File: src/rtl/down_timer_5b.sv
// ---------------------------------------------------------------------------
// down_timer_5b
//   Loadable down-counting timer with a start handshake, a one-cycle
//   terminal-count pulse and a busy flag. It is the countdown companion of
//   the loadable up counter and is used as a timeout/delay generator.
//
//   Optional feature: define DOWN_TIMER_AUTO_RELOAD_EN to reload cnt_out
//   from the shadow register on expiry. The timer then stays in RUN and
//   produces a periodic tc.
//
// Parameters
//   WIDTH    width of cnt_in, cnt_out and the shadow (reload) register
//
// Ports
//   clk      system clock, rising-edge active
//   rst      asynchronous active-low reset
//   cnt_in   value captured on load
//   load     synchronous load strobe, accepted in every state and
//            taking priority over decrement
//   enab     count enable; 0 freezes the count while in RUN
//   start    single-cycle start request, only sampled in IDLE
//   cnt_out  current count, registered
//   tc       terminal-count pulse, registered, one cycle wide
//   busy     high exactly while the state is RUN
// ---------------------------------------------------------------------------
module down_timer_5b #(
    parameter int WIDTH = 5
) (
    input  logic             clk,
    input  logic             rst,
    input  logic [WIDTH-1:0] cnt_in,
    input  logic             load,
    input  logic             enab,
    input  logic             start,
    output logic [WIDTH-1:0] cnt_out,
    output logic             tc,
    output logic             busy
);

    typedef enum logic [1:0] {
        IDLE    = 2'd0,
        RUN     = 2'd1,
        EXPIRED = 2'd2
    } state_t;

    state_t           state;
    logic [WIDTH-1:0] shadow;
    logic [WIDTH-1:0] eff_cnt;

    // A load in the same cycle as start decides which count is used to
    // pick RUN or EXPIRED.
    assign eff_cnt = load ? cnt_in : cnt_out;

    always_ff @(posedge clk or negedge rst) begin
        if (!rst) begin
            state   <= IDLE;
            cnt_out <= '0;
            shadow  <= '0;
            tc      <= 1'b0;
            busy    <= 1'b0;
        end else begin
            tc <= 1'b0;

            // Load is accepted in every state. The state-specific branches
            // below avoid touching cnt_out whenever load is set.
            if (load) begin
                cnt_out <= cnt_in;
                shadow  <= cnt_in;
            end

            case (state)
                IDLE: begin
                    if (start) begin
                        if (eff_cnt != '0) begin
                            state <= RUN;
                            busy  <= 1'b1;
                        end else begin
                            state <= EXPIRED;
                            tc    <= 1'b1;
                        end
                    end
                end

                RUN: begin
                    if (!load && enab) begin
                        if (cnt_out > WIDTH'(1)) begin
                            cnt_out <= cnt_out - WIDTH'(1);
                        end else begin
                            // Expiry covers two cases: the count reaches 1,
                            // or a 0 was loaded while running. A count of 0
                            // never wraps.
                            tc <= 1'b1;
`ifdef DOWN_TIMER_AUTO_RELOAD_EN
                            if (shadow != '0) begin
                                cnt_out <= shadow;
                            end else begin
                                cnt_out <= '0;
                                state   <= EXPIRED;
                                busy    <= 1'b0;
                            end
`else
                            cnt_out <= '0;
                            state   <= EXPIRED;
                            busy    <= 1'b0;
`endif
                        end
                    end
                end

                EXPIRED: begin
                    // start is ignored here. Only a load leaves EXPIRED.
                    if (load) state <= IDLE;
                end

                default: begin
                    state <= IDLE;
                    busy  <= 1'b0;
                end
            endcase
        end
    end

endmodule

File: config.mk
export PLATFORM = sky130hd
export DESIGN_NAME = down_timer_5b
export DESIGN_NICKNAME = d
export VERILOG_FILES = /design/src/rtl/down_timer_5b.sv
export SDC_FILE = /design/constraint.sdc
export NUM_CORES = 1
export LEC_CHECK = 0
export CAP_MARGIN = 20
export CORE_AREA = 2 2 39 41
export DETAILED_ROUTE_END_ITERATION = 10
export DIE_AREA = 0 0 41 43
export PLACE_DENSITY = 0.76
export RECOVER_POWER = 25
export SLEW_MARGIN = 20
export SYNTH_ARGS = -nofsm -noshare
export SYNTH_HDL_FRONTEND = slang
export SYNTH_SLANG_ARGS = --single-unit
File: constraint.sdc
create_clock -name clk -period 2.4 [get_ports clk]
set_input_delay 0.24 -clock clk [delete_from_list [all_inputs] [get_ports clk]]
set_output_delay 0.24 -clock clk [all_outputs]
set_load 0.01 [all_outputs]
Word level (Yosys, flattened, before mapping)

Cells that the tools add are included.

Word-level logic and storage cells: 40
Register bits after elaboration: 9
Output and inout port bits: 7
Input bits: 10

Reductions and logical operators: 6
$add $sub $neg: 1
Muxes and demuxes: 20
Bitwise logic cells: 1
Equality and inequality tests: 7
Magnitude comparators: 1

Operators by type and width:

| cell                                                                             | count |
|---|---|
| 5-bit two-way mux                                                                | 4 |
| 2-bit two-way mux                                                                | 5 |
| 2-bit inequality test (second input constant)                                    | 5 |
| 1-bit two-way mux                                                                | 8 |
| 2-bit case mux with 3 select lines                                               | 1 |
| 5-bit by 1-bit greater-than comparator with 1-bit output (second input constant) | 1 |
| 5-bit AND reduction                                                              | 1 |
| 5-bit nonzero test                                                               | 1 |
| 5-bit by 1-bit subtractor with 5-bit output (second input constant)              | 1 |
| 4-bit AND reduction                                                              | 1 |
| 1-bit case mux with 3 select lines                                               | 1 |
| 2-bit by 1-bit == test with 1-bit output (second input constant)                 | 1 |
| 2-bit == test (second input constant)                                            | 1 |
| 2-bit logical NOT                                                                | 1 |
| 1-bit case mux with 2 select lines                                               | 1 |
| 1-bit logical AND                                                                | 1 |
| 1-bit logical NOT                                                                | 1 |
| 1-bit inverter                                                                   | 1 |

Depth between registers and ports, before layout

Depth after elaboration: 5
Depth in mapped cells: 5
Gate-level depth less buffers: 5

Worst setup path after synthesis

No wires, ideal clock.

Kind: reg-to-reg
Start point: register cnt_out[1]
End point: register state[1]
Clock period less this slack: 1,381 ps
Stages on the path, launching flop included: 6
Arrival: 1,257 ps
Buffers on the path: 0
Setup time: 124 ps
Slack: 1,019 ps
Required time: 2,276 ps
Cell sequence: dfrtp_1 inv_1 ha_1 o21ai_4 o22ai_2 or2_1

Cells in the longest elaborated chain, start to end: 5
Elaborated cells on any way between the ends: 8
Those cells by class: order compare: 1; eq/ne: 1; mux: 4; reduce/logical: 2

Ends and longest elaborated chain:

| item                                                                                             | line | source |
|---|---|---|
| start, declared                                                                                  | 35   | `output logic [WIDTH-1:0] cnt_out,` |
| start signal, assigned                                                                           | 67   | `cnt_out <= cnt_in;` |
| start signal, assigned                                                                           | 87   | `cnt_out <= cnt_out - WIDTH'(1);` |
| branches (longest 5 deep; another with 5-bit by 1-bit greater-than comparator with 1-bit output) | n/a  |  |
| end signal, assigned                                                                             | 75   | `state <= RUN;` |
| end signal, assigned                                                                             | 78   | `state <= EXPIRED;` |
| end signal, assigned                                                                             | 103  | `state <= EXPIRED;` |
| end, declared                                                                                    | 46   | `state_t state;` |

Parallel ways; which one is timed is not known. The select of a mux whose other input is x is not followed.
A chain may end at the register's enable or synchronous reset.

Worst setup path in the final report

Start point: register cnt_out[2]
End point: output cnt_out[2]

No word-level cell between the ends.

==> results.json <==
{
  "rr_startpoint": "cnt_out[1]$_DFF_PN0_",
  "nFillCells": 137,
  "cp_top_family": "buffers and inverters",
  "drive_gt1_share_pct": 13.9,
  "drv_slew": 0,
  "hold_buffers": 0,
  "nets": 92,
  "area_growth_pct": 33.8,
  "finalSetupViolations": 0,
  "synth_edf_count": 0,
  "multi_input_area_sq_um": 354,
  "start_kind": "register",
  "h-tree-depth": 1,
  "max_cap_violations": 0,
  "place_congestion": 0.792,
  "rows": 14,
  "skew_ns": 0.00382,
  "avgRoutedWirePerCell_um": 12.2,
  "async_flop_share_pct": 100,
  "crit_buf_inv": 1,
  "ant_nets": 0,
  "grt_pass1_wl_mm": 1.93,
  "path_class": "reg2out",
  "period_needed_ns": 1.58,
  "hold_path_class": "in2async",
  "start_util_pct": 43.0,
  "synth_top_area_share_pct": 37.8,
  "endpoint_kind": "output pin",
  "grt_max_degree": 15,
  "core_area_sq_um": 1380,
  "cts.clk_slew.worst_paths_ns": 0.06,
  "ys_types": 31,
  "die_y_um": 43,
  "synthesis.area_sq_um": 596,
  "status": "finished clean",
  "yosys_warnings": 0,
  "grt_pass1_vias": 459,
  "io_pins": 17,
  "clockBufferDepth": 2,
  "drc": 0,
  "ys_seq_area_share_pct": 37.8,
  "grt_util_all_layers_pct": 16.6,
  "via_count": 523,
  "critPathRequiredTime_ns": 2.16,
  "critical-path-max-stage-delay_ns": 0.59,
  "wirelength_mm": 1.16,
  "p_per_area_nw_per_um2": 811,
  "insertion_delay_ns": 0.26,
  "drt_first_pass_iters": 4,
  "irDropWorstVdd_uv": 537,
  "synth_ff_type": "dfrtp_1",
  "finalSetupTns_ns": 0,
  "max_freq_mhz": 631,
  "yosys.area.top_type": "dfrtp_1",
  "via_per_inst": 5.51,
  "synth_area_leaders": "dfrtp_1 (38%), nor2_1 (5.0%), ha_1 (4.2%)",
  "overflow": 0,
  "worstMarginPinSlew_ns": 0.451,
  "path_max_fanout": 7,
  "max_slew_margin_pct": 69.8,
  "ys_ff_latch": 9,
  "die_x_um": 41,
  "cts_tree": "done",
  "cts_setup_buffers": 0,
  "seq_area_sq_um": 225,
  "antenna_found_initial": 0,
  "root_buffer": "clkbuf_4",
  "timing.critical_path.cells": "clkdlybuf4s50_1",
  "fin_crit_sh_pct": 66.0,
  "cpMaxStageDelayCell": "clkdlybuf4s50_1",
  "worst_slack_ns": 0.816,
  "cp-startpoint": "cnt_out[2]$_DFF_PN0_",
  "rsz0062_at_grt": "false",
  "power.leakage_nw": 0.309,
  "finalHoldViolations": 0,
  "insertedDiodeCount": 0,
  "cts_resized": 0,
  "clock-sinks": 9,
  "pre_cts_slack_ns": 0.569,
  "arrival_ns": 1.34,
  "synth_cells": 60,
  "floorplan.die_area_sq_um": 1760,
  "numCtsBuffers": 3,
  "synth_nets": 72,
  "portBuffers": 16,
  "synth.avg_cell_area_sq_um": 9.93,
  "place_hpwl_um": 924,
  "dr.first_iter.drc_count": 7
}
-- Yosys cell counts, types with 2 or more instances --
library cell,number
dfrtp_1,9
nor2_1,8
nand2_1,5
inv_1,3
nand2b_1,3
o21ai_0,3
a21oi_1,2
ha_1,2
mux2i_1,2
o221ai_1,2
-- worst reg2reg max path, cell delays in order (launching register included) --
cell and delay (ns):
dfrtp_1 0.44, inv_1 0.09, ha_1 0.21, o21ai_4 0.24, o22ai_2 0.13, or2_1 0.22
-- flip-flops by register name (all words and copies together) (netlist names) --
register  count
state         2
tc            1
busy          1
cnt_out       5
-- final timing paths --
kind                            cells past startpoint                    to  slack [ns]
worst max-delay path                                1            cnt_out[2]        0.82
worst min-delay path                                1  cnt_out[2]$_DFF_PN0_        0.34
worst max register to register                      5  state[1]$_DFFE_PN0P_        0.96
worst min register to register                      2      busy$_DFFE_PN0P_        0.53
max in group asynchronous                           1  cnt_out[0]$_DFF_PN0_        1.77
min in group clk                                    2      busy$_DFFE_PN0P_        0.53
-- power breakdown --
| part | switching, mW | internal (mW) | total, mW |
|---|---|---|---|
| clock | 0.0483 | 0.0638 | 0.112 |
| sequential | 0.0666 | 0.193 | 0.259 |
| combinational | 0.125 | 0.150 | 0.275 |
-- cell families after synthesis --
family                   after synthesis  synth area share, %
adder cells (fa/ha/maj)                2                 4.20
AO/OA/AOI/OAI                         16                 22.5
multiplexers                           2                 3.36
buffers and inverters                  4                 2.73
flip-flops                             9                 37.8
AND/OR/NAND/NOR                       27                 29.4
-- area by class of cell --
type | count | area share, %
tap | 16 | 2.51
sequential | 9 | 28.3
clock buffer | 4 | 3.30
inverter | 3 | 1.41
multi-input combinational | 47 | 44.4
timing repair buffer | 16 | 20.1
-- per-layer routing --
| metal | wire length, um | GRT usage [%] | up-vias |
|---|---|---|---|
| li1 | - | - | 259 |
| met1 | 513 | 22.0 | 248 |
| met2 | 564 | 22.5 | 16 |
| met3 | 84 | 9.95 | 0 |
| met4 | 0 | 4.00 | 0 |
| met5 | 0 | 0 | - |
-- stage by stage --
| stage | utilization [%] | hold WS (ns) | instances | total power [mW] | instance area (sq um) |
|---|---|---|---|---|---|
| 6_report | 57.6 | 0.343 | 95 | 0.646 | 797 |
| 5_1_grt | 57.6 | 0.362 | 95 | 0.709 | 797 |
| 4_1_cts | 57.6 | 0.286 | 95 | 0.656 | 797 |
| 3_5_place_dp | 55.7 | 0.518 | 91 | 0.541 | 771 |
| 3_3_place_gp | 55.7 | 0.510 | 91 | 0.537 | 771 |
| 2_1_floorplan | - | -0.0556 | 60 | 0.420 | 596 |
-- cell usage in the layout (no fill, tap or decap), types with 2 or more instances in the layout --
cell type	netlist	routed
nand2b_1	3	3
a21oi_1	2	2
dfrtp_1	9	9
ha_1	2	2
inv_1	3	3
clkdlybuf4s50_1	0	15
o21ai_0	3	3
mux2i_1	2	2
clkbuf_4	0	3
nand2_1	5	5
o221ai_1	2	2
nor2_1	8	8
Note: power is estimated with default switching activity, not from simulation.
